File: src/rtl/mem_access_unit_if.sv
// Request/response bus between the pipeline MEM stage (master) and the
// memory access unit (slave).
interface mem_access_unit_if #(
  parameter int unsigned ADDR_BITS = 12
);
  logic                 req_valid;
  logic                 req_ready;
  logic                 req_write;
  logic [1:0]           req_size;
  logic                 req_signed;
  logic [ADDR_BITS-1:0] req_addr;
  logic [31:0]          req_wdata;
  logic                 resp_valid;
  logic [31:0]          resp_rdata;
  logic                 resp_error;

  modport master (
    output req_valid, req_write, req_size, req_signed, req_addr, req_wdata,
    input  req_ready, resp_valid, resp_rdata, resp_error
  );

  modport slave (
    input  req_valid, req_write, req_size, req_signed, req_addr, req_wdata,
    output req_ready, resp_valid, resp_rdata, resp_error
  );
endinterface

File: src/rtl/mem_access_unit.sv
// Converts byte-addressed MEM-stage loads/stores into word-addressed data-RAM
// transactions, sequencing the RAM's one-cycle registered read latency.
module mem_access_unit #(
  parameter int unsigned ADDR_BITS = 12
) (
  input  logic                  clk,
  input  logic                  rst,
  mem_access_unit_if.slave      bus,
  output logic                  ram_rw,
  output logic                  ram_extend_type,
  output logic [3:0]            ram_sel,
  output logic [ADDR_BITS-3:0]  ram_addr,
  output logic [31:0]           ram_data_in,
  input  logic [31:0]           ram_data_out
);

  localparam int unsigned WORD_ADDR_BITS = ADDR_BITS - 2;

  typedef enum logic [1:0] {
    IDLE  = 2'd0,
    ISSUE = 2'd1,
    READ  = 2'd2,
    RESP  = 2'd3
  } state_t;

  state_t state;
  logic   write_q;

  logic        err_c;
  logic [3:0]  sel_c;
  logic [31:0] wdata_c;
  logic        accept_c;

  assign accept_c = bus.req_valid && bus.req_ready;

  // Decode alignment error, lane mask and lane-replicated store data.
  always_comb begin
    err_c   = 1'b0;
    sel_c   = 4'b0000;
    wdata_c = bus.req_wdata;
    case (bus.req_size)
      2'b00: begin
        sel_c   = 4'b0001 << bus.req_addr[1:0];
        wdata_c = {4{bus.req_wdata[7:0]}};
      end
      2'b01: begin
        err_c   = bus.req_addr[0];
        sel_c   = bus.req_addr[1] ? 4'b1100 : 4'b0011;
        wdata_c = {2{bus.req_wdata[15:0]}};
      end
      2'b10: begin
        err_c = (bus.req_addr[1:0] != 2'b00);
        sel_c = 4'b1111;
      end
      default: begin
        err_c = 1'b1;
      end
    endcase
  end

  // RAM strobes are only non-zero for the single ISSUE cycle.
  always_ff @(posedge clk or negedge rst) begin
    if (!rst) begin
      state           <= IDLE;
      write_q         <= 1'b0;
      bus.req_ready   <= 1'b0;
      bus.resp_valid  <= 1'b0;
      bus.resp_rdata  <= 32'd0;
      bus.resp_error  <= 1'b0;
      ram_rw          <= 1'b0;
      ram_extend_type <= 1'b0;
      ram_sel         <= 4'b0000;
      ram_addr        <= WORD_ADDR_BITS'(0);
      ram_data_in     <= 32'd0;
    end else begin
      case (state)
        IDLE: begin
          if (accept_c) begin
            bus.req_ready <= 1'b0;
            write_q       <= bus.req_write;
            bus.resp_rdata <= 32'd0;
            if (err_c) begin
              state          <= RESP;
              bus.resp_valid <= 1'b1;
              bus.resp_error <= 1'b1;
            end else begin
              state           <= ISSUE;
              bus.resp_error  <= 1'b0;
              ram_sel         <= sel_c;
              ram_addr        <= bus.req_addr[ADDR_BITS-1:2];
              ram_rw          <= bus.req_write;
              ram_data_in     <= bus.req_write ? wdata_c : 32'd0;
              ram_extend_type <= !bus.req_write && bus.req_signed;
            end
          end else begin
            bus.req_ready <= 1'b1;
          end
        end
        ISSUE: begin
          ram_sel         <= 4'b0000;
          ram_rw          <= 1'b0;
          ram_extend_type <= 1'b0;
          ram_data_in     <= 32'd0;
          if (write_q) begin
            state          <= RESP;
            bus.resp_valid <= 1'b1;
          end else begin
            state <= READ;
          end
        end
        READ: begin
          // RAM output is only valid during this cycle; sel=0 zeroes it after.
          bus.resp_rdata <= ram_data_out;
          bus.resp_valid <= 1'b1;
          state          <= RESP;
        end
        RESP: begin
          bus.resp_valid <= 1'b0;
          bus.req_ready  <= 1'b1;
          state          <= IDLE;
        end
        default: begin
          state <= IDLE;
        end
      endcase
    end
  end

endmodule
File: src/flat_wrapper.sv
// flat-port wrapper written by rule: the top's interface ports become plain ports
module mem_access_unit_flat 
#(
  parameter int unsigned ADDR_BITS = 12
)
  (clk, rst, ram_rw, ram_extend_type, ram_sel, ram_addr, ram_data_in, ram_data_out, bus_req_valid, bus_req_write, bus_req_size, bus_req_signed, bus_req_addr, bus_req_wdata, bus_req_ready, bus_resp_valid, bus_resp_rdata, bus_resp_error);
  mem_access_unit_if #(.ADDR_BITS(ADDR_BITS)) bus_i ();
  input  logic clk;
  input  logic rst;
  output logic ram_rw;
  output logic ram_extend_type;
  output logic [3:0] ram_sel;
  output logic [ADDR_BITS-3:0] ram_addr;
  output logic [31:0] ram_data_in;
  input  logic [31:0] ram_data_out;
  input wire logic [$bits(bus_i.req_valid)-1:0] bus_req_valid;
  input wire logic [$bits(bus_i.req_write)-1:0] bus_req_write;
  input wire logic [$bits(bus_i.req_size)-1:0] bus_req_size;
  input wire logic [$bits(bus_i.req_signed)-1:0] bus_req_signed;
  input wire logic [$bits(bus_i.req_addr)-1:0] bus_req_addr;
  input wire logic [$bits(bus_i.req_wdata)-1:0] bus_req_wdata;
  output wire logic [$bits(bus_i.req_ready)-1:0] bus_req_ready;
  output wire logic [$bits(bus_i.resp_valid)-1:0] bus_resp_valid;
  output wire logic [$bits(bus_i.resp_rdata)-1:0] bus_resp_rdata;
  output wire logic [$bits(bus_i.resp_error)-1:0] bus_resp_error;
  assign bus_i.req_valid = bus_req_valid;
  assign bus_i.req_write = bus_req_write;
  assign bus_i.req_size = bus_req_size;
  assign bus_i.req_signed = bus_req_signed;
  assign bus_i.req_addr = bus_req_addr;
  assign bus_i.req_wdata = bus_req_wdata;
  assign bus_req_ready = bus_i.req_ready;
  assign bus_resp_valid = bus_i.resp_valid;
  assign bus_resp_rdata = bus_i.resp_rdata;
  assign bus_resp_error = bus_i.resp_error;
  mem_access_unit #(.ADDR_BITS(ADDR_BITS)) u_core (.clk(clk), .rst(rst), .bus(bus_i), .ram_rw(ram_rw), .ram_extend_type(ram_extend_type), .ram_sel(ram_sel), .ram_addr(ram_addr), .ram_data_in(ram_data_in), .ram_data_out(ram_data_out));
endmodule
File: config.mk
export PLATFORM = sky130hd
export DESIGN_NAME = mem_access_unit_flat
export DESIGN_NICKNAME = d
export VERILOG_FILES = /design/src/rtl/mem_access_unit_if.sv /design/src/rtl/mem_access_unit.sv /design/src/flat_wrapper.sv
export SDC_FILE = /design/constraint.sdc
export NUM_CORES = 1
export LEC_CHECK = 0
export ABC_CLOCK_PERIOD_IN_PS = 1840
export BUFFER_PORTS_ARGS = -buffer_cell sky130_fd_sc_hd__buf_2
export CAP_MARGIN = 40
export CELL_PAD_IN_SITES_DETAIL_PLACEMENT = 0
export CELL_PAD_IN_SITES_GLOBAL_PLACEMENT = 1
export CORE_MARGIN = 2
export CORE_UTILIZATION = 36
export DETAILED_ROUTE_END_ITERATION = 16
export PLACE_DENSITY = 0.8
export SLEW_MARGIN = 20
export SYNTH_ARGS = -nofsm -noshare
export SYNTH_HDL_FRONTEND = slang
export SYNTH_SLANG_ARGS = --single-unit
File: constraint.sdc
create_clock -name clk -period 1.84 [get_ports clk]
set_input_delay 0.092 -clock clk [delete_from_list [all_inputs] [get_ports clk]]
set_output_delay 0.092 -clock clk [all_outputs]
set_load 0.1 [all_outputs]
==> out/results.tsv, run 1 <==
stage	metric	value	unit
sta	Fmax	592.1	MHz
global_routing	grt total ovfl	0	
yosys	FFs w/ async S/R, synth	100.0	%
worst_setup_path	cell depth of the worst flop-to-flop path	6	
worst_setup_path	crit path to	u_core.ram_addr[6]	
sta	Setup Skew	0.01001	ns
yosys	largest family of logic cells by synthesized area	compound AO/OA/AOI/OAI gates	
die	Core Region	10370	um^2
routing	vias	3422	
yosys	compound-gate portion of the synthesized area	17.46	%
clock_network	Num CTS Buffers	9	
layout	diode count	0	
layout	layout overhead on the synthesized area	43.09	%
sta	period utilisation layout	91.79	%
yosys	Synth Area in Adders	1.298	%
worst_setup_path	r2r setup slk	0.15	ns
yosys	Post-Synth XOR/XNOR Area	0	%
worst_setup_path	Slowest-stage cell, CP	dfrtp_1	
sta	Hold Worst Slack	0.03202	ns
die	Die Span X	107.5	um
sta	RSZ-0062 raised after global routing	no	
worst_setup_path	Setup Crit Path Kind	flop to flop	
yosys	Mean Syn Cell Area	11.38	um^2
routing	Iteration-0 DRC Markers	312	
routing	DRT Wirelength	11270	um
layout	share of layout cells above drive strength 1	38.22	%
place	port buffer count	165	
hold_path	type of the tightest min-delay check	primary input to flop	
routing	routed length per instance	16.38	um
routing	Remaining DRCs	0	
yosys	Top FF cell, synth	dfrtp_1	
routing	drt first pass iters	4	
global_routing	met3 usage	3.087	%
die	die height	107.5	um
global_routing	met1 Usage GRT	27.46	%
run	max_cap viols	0	
sta	final hold vios	0	
place	HPWL after DPL	7599	um
global_routing	met2 usage	31.40	%
worst_setup_path	worst endpoint required time	2.07	ns
sta	Worst-Margin Slew	0.5240	ns
yosys	mux cell area share after synthesis	10.29	%
die	I/O Pins	166	
clock_network	root buffer cell	clkbuf_8	
worst_setup_path	Critical path buffers and inverters	2	
worst_setup_path	Critical path origin	u_core.state[0]	
die	FP Rows	37	
worst_setup_path	Largest delay share family, worst path	flip-flops	
die	initial core utilization	37.19	%
yosys	Yosys Warn Count	0	
global_routing	first-pass GRT wire length	17660	um
yosys	Mapped Area	3856	um^2
yosys	post-synthesis sequential area ratio	55.81	%
yosys	Yosys cell types	29	
sta	Rel. slew slack	65.31	%
place	RePlAce Congestion	0.8201	
routing	DR vias/cell	4.974	
global_routing	pin count of the biggest net entering global routing	48	
clock_network	Clock Latency Late Sink	0.35	ns
yosys	Syn Inst Count	339	
global_routing	vias in the first global route	3393	
worst_setup_path	critical path fanouts, max	28	
clock_network	clk sinks	86	
global_routing	Tot GR Track Use	19.70	%
worst_setup_path	critical path data arrival time	1.92	ns
worst_setup_path	Critical Path, Cell by Cell	inv_1 > ha_1 > and3_1 > o21ai_4 > buf_12 > mux2_2	
worst_setup_path	CP Depth	6	
yosys	simple-gate area share of the yosys netlist	9.929	%
worst_setup_path	type of origin of the critical path	flop	
global_routing	initial antenna violation count	0	
worst_setup_path	Reg-to-Reg Start	u_core.state[0]	
clock_network	CTS tree	yes	
worst_setup_path	crit end category	flop	
worst_setup_path	reg2reg end	u_core.ram_addr[6]	
worst_setup_path	max incr delay on CP	0.41	ns
clock_network	# H-tree levels	3	
outcome	status	finished, final reports clean	
sta	fin. max-slew vios	0	
layout	nets@finish	634	
hold_path	WHS Path Cells	3	
global_routing	Most Used Layer, Global Route	met2	
sta	Final setup violation count	0	
yosys	Synth Register Bits	86	
clock_network	Worst-path clk slew	0.09	ns
die	die area	11560	um^2
clock_network	postcts setup bufs	0	
routing	Final ANT Viol Nets	0	
clock_network	Max Root-Sink Buffers	2	
yosys	syn_nets	426	
sta	post-layout min period	1.689	ns
sta	Setup TNS	0	ns
yosys	EDFF count, synth	0	
-- Yosys cell counts, drive strengths merged (3+ instances only) --
cell type | n | area [um^2]
mux2i | 25 | 250.2
buf | 23 | 156.4
clkbuf | 5 | 18.77
a22o | 32 | 280.3
inv | 7 | 26.28
nor3 | 3 | 26.28
dfrtp | 86 | 2152
o31ai | 17 | 127.6
nor2 | 7 | 33.78
o21ai | 35 | 186.4
mux2 | 11 | 146.4
a21oi | 10 | 57.56
nand2 | 29 | 108.9
nand3 | 39 | 195.2
ha | 4 | 50.05
-- per-layer routing --
layer	vias to the layer above	wire length (um)	share of wire (%)
li1	1640	-	-
met1	1618	5148	46
met2	155	5144	46
met5	-	0	0
met3	9	846	7.5
met4	0	130	1.2
-- flip-flops by register name, summed over array words and instances, names as in the netlist --
register                cells
u_core.bus.req_ready        1
u_core.bus.resp_error       1
u_core.bus.resp_rdata      32
u_core.bus.resp_valid       1
u_core.ram_addr            10
u_core.ram_data_in         32
u_core.ram_extend_type      1
u_core.ram_rw               1
u_core.ram_sel              4
u_core.state                2
u_core.write_q              1
-- kinds of logic (layout without fill, tap and decap cells) --
family / count (synthesis) / count (layout)
AO/OA/AOI/OAI: 97 / 97
multiplexers: 36 / 36
AND/OR/NAND/NOR: 81 / 81
buffers and inverters: 35 / 248
adder cells (fa/ha/maj): 4 / 4
flip-flops: 86 / 86
-- metrics by stage --
step / setup WS [ns] / instance area, um^2 / instances / utilization [%]
6_report: 0.1510 / 5518 / 688 / 53.21
5_1_grt: 0.01614 / 5518 / 688 / 53.21
4_1_cts: 0.1491 / 5514 / 688 / 53.17
3_5_place_dp: 0.1519 / 4807 / 625 / 46.36
3_3_place_gp: 0.2145 / 4807 / 625 / 46.36
2_1_floorplan: 0.1811 / 3857 / 339 / -
-- area by class of cell --
type | instances | area, um^2
inverter | 7 | 26.28
sequential | 86 | 2153
multi-input combinational | 218 | 1506
fill | 912 | 4852
clock buffer | 10 | 127.6
timing repair buffer | 225 | 1425
tap | 136 | 170.2
clock inverter | 6 | 108.9
-- worst reg2reg max path, cell delays in order, from the launching register on --
cell,delay (ns)
dfrtp_1,0.41
inv_1,0.09
ha_1,0.21
and3_1,0.19
o21ai_4,0.10
buf_12,0.22
mux2_2,0.36
-- how the worst min path moves through the flow --
| stage | end | startpoint |
|---|---|---|
| floorplan | u_core.bus.req_ready | rst |
| CTS | u_core.ram_data_in[5] | bus_req_wdata[5] |
| finish | u_core.ram_data_in[5] | bus_req_wdata[5] |
| global route | u_core.ram_data_in[5] | bus_req_wdata[5] |
| global placement | u_core.ram_addr[4] | rst |
| detailed placement | u_core.ram_addr[4] | rst |
-- what timing repair did --
| action | 4_1_cts | 5_1_grt |
|---|---|---|
| resized for setup | 0 | 1 |
| endpoints found under the setup margin | 0 | 1 |
| hold buffers | 47 | 0 |
| hold endpoints to repair | 85 | 0 |
-- placed cells by master, fill, tap and decap left out --
cell type,synthesis,routed
buf_2,14,164
dfrtp_1,86,85
dlygate4sd3_1,0,47
nand3_1,39,39
a22o_1,32,32
nand2_1,29,29
mux2i_1,25,25
o21ai_0,24,24
o31ai_1,17,17
buf_4,2,11
o21ai_1,10,10
clkbuf_8,0,9
a21oi_1,8,8
inv_1,7,7
mux2_4,6,6
nor2_1,6,6
mux2_2,5,5
ha_1,4,4
bufinv_16,0,3
nor2b_1,2,2
a21oi_2,2,2
nor3_1,2,2
clkinv_2,0,2
buf_12,0,2
nor3_4,1,1
and3_1,1,1
o21ai_4,1,1
nor2_4,1,1
a21boi_2,0,1
o22ai_1,1,1
a21boi_0,1,1
inv_6,0,1
clkbuf_1,5,1
buf_6,6,1
dfrtp_2,0,1
Power of run 1 is not shown: default switching activity piles up to over one toggle a cycle in this logic, so the estimate is an artifact.
==> inputs of run 2 (changes only) <==
--- a/config.mk
+++ b/config.mk
@@ -7,12 +7,12 @@
 export LEC_CHECK = 0
 export ABC_CLOCK_PERIOD_IN_PS = 1840
-export BUFFER_PORTS_ARGS = -buffer_cell sky130_fd_sc_hd__buf_2
 export CAP_MARGIN = 40
 export CELL_PAD_IN_SITES_DETAIL_PLACEMENT = 0
 export CELL_PAD_IN_SITES_GLOBAL_PLACEMENT = 1
 export CORE_MARGIN = 2
-export CORE_UTILIZATION = 36
+export CORE_UTILIZATION = 47
 export DETAILED_ROUTE_END_ITERATION = 16
-export PLACE_DENSITY = 0.8
+export DONT_BUFFER_PORTS = 1
+export PLACE_DENSITY = 0.78
 export SLEW_MARGIN = 20
 export SYNTH_ARGS = -nofsm -noshare
==> constraint.sdc (replaced) <==
create_clock -name clk -period 1.84 [get_ports clk]
set_input_delay 0.368 -clock clk [delete_from_list [all_inputs] [get_ports clk]]
set_output_delay 0.368 -clock clk [all_outputs]
set_load 0.1 [all_outputs]
==> run 2 against run 1 <==
The run now ends with hold timing left. Critical path depth rose by 1. Count of clock-buffer cells in the layout unchanged. Worst hold slack got worse by 0.34 ns. Cell area down 11%. Flip-flop and latch count unchanged. Via count shrank 14%. Cell count fell by 22%. Register-to-register slack got worse by 0.03 ns. Largest cell class unchanged.
==> out/results.tsv, run 2 (synthesis results as in run 1) <==
stage	metric	value	unit
outcome	status	finished with violations	
outcome	violated checks	hold timing	
place	port buffer count	0	
clock_network	CTS tree	yes	
layout	multi-input logic area	1513	um^2
routing	routed length per instance	18.28	um
sta	Fmax	580.3	MHz
worst_setup_path	critical path data arrival time	1.97	ns
sta	Setup TNS	0	ns
die	I/O Pins	166	
die	initial core utilization	47.65	%
sta	Rel. slew slack	39.56	%
die	Die Span X	94.58	um
routing	vias	2927	
worst_setup_path	Setup Crit Path Kind	flop to flop	
routing	drt first pass iters	4	
routing	DRT Wirelength	9854	um
sta	period utilisation layout	93.66	%
global_routing	vias in the first global route	2826	
routing	DR vias/cell	5.430	
place	RePlAce Congestion	0.8556	
clock_network	# H-tree levels	3	
clock_network	Worst-path clk slew	0.09	ns
layout	layout overhead on the synthesized area	28.03	%
global_routing	pin count of the biggest net entering global routing	87	
global_routing	grt total ovfl	0	
layout	most common cell after layout, fill and taps aside	buf_4	
die	die height	94.58	um
layout	largest registers	u_core.bus.resp_rdata x32, u_core.ram_data_in x32, u_core.ram_addr x10	
sta	Worst-Margin Slew	0.9066	ns
sta	final hold vios	86	
layout	share of layout cells above drive strength 1	30.41	%
routing	Final ANT Viol Nets	0	
clock_network	Num CTS Buffers	9	
clock_network	clk sinks	86	
layout	commonest cells after routing, fill and taps aside	88 x buf_4, 85 x dfrtp_1, 39 x nand3_1	
worst_setup_path	type of origin of the critical path	flop	
place	HPWL after DPL	6928	um
layout	nets@finish	516	
worst_setup_path	worst endpoint required time	2.09	ns
sta	Setup Skew	0.007760	ns
run	max_cap viols	0	
sta	RSZ-0062 raised after global routing	no	
clock_network	Clock Latency Late Sink	0.36	ns
worst_setup_path	critical path fanouts, max	18	
die	Core Region	8093	um^2
routing	Iteration-0 DRC Markers	112	
global_routing	initial antenna violation count	0	
die	die area	8945	um^2
layout	register area	2153	um^2
global_routing	Tot GR Track Use	21.94	%
sta	Hold Worst Slack	-0.3099	ns
clock_network	Max Root-Sink Buffers	2	
clock_network	root buffer cell	clkbuf_8	
sta	Final setup violation count	0	
global_routing	first-pass GRT wire length	14930	um
layout	fill cell count	685	
layout	diode count	0	
sta	fin. max-slew vios	0	
sta	post-layout min period	1.723	ns
hold_path	type of the tightest min-delay check	primary input to async pin	
routing	Remaining DRCs	0	
die	FP Rows	33	
worst_setup_path	crit end category	flop	
[run 2: path summary, 6_finish.rpt]
check | end | start | slack (ns) | cells after the start
max in group asynchronous | u_core.ram_data_in[21] | rst | 2.01 | 0
worst min register to register | u_core.state[0] | u_core.state[0] | 0.49 | 1
worst max register to register | u_core.ram_data_in[14] | u_core.state[1] | 0.12 | 7
worst max-delay path | u_core.ram_data_in[14] | u_core.state[1] | 0.12 | 7
min in group clk | u_core.ram_data_in[7] | bus_req_wdata[7] | 0.13 | 2
worst min-delay path | u_core.bus.resp_rdata[8] | rst | -0.31 | 0
[run 2: repair_timing]
action	CTS	global route
resized for setup	0	2
setup buffers	0	3
endpoints found under the setup margin	0	9
hold endpoints to repair	86	86
[run 2: cell type report]
type	count	share of cell area (%)
sequential	86	43.61
multi-input combinational	218	30.64
timing repair buffer	107	18.55
tap	105	2.661
clock buffer	10	2.585
clock inverter	6	1.419
inverter	7	0.5322
[run 2: through the flow]
stage	area, um^2	utilization, %	setup WS [ns]	std cells
final	4937	61.01	0.1167	539
after floorplan	3857	-	0.1811	339
after detailed placement	4578	56.57	0.1030	508
after global placement	4516	55.80	0.1912	504
after CTS	4776	59.01	0.06090	524
after global routing	4937	61.01	0.02406	539
[run 2: worst max-delay path: stages (launching register included)]
cell	delay [ns]
dfrtp_1	0.42
inv_1	0.09
ha_1	0.16
and3_2	0.22
o21ai_4	0.12
buf_12	0.18
buf_4	0.16
o31ai_1	0.26
[run 2: per-layer routing]
metal	track usage [%]	share of wire [%]
met5	0	0
met4	8.092	1.1
met3	6.624	8.0
met2	32.56	47
met1	30.54	44
Power of run 2 is left out for the same reason.
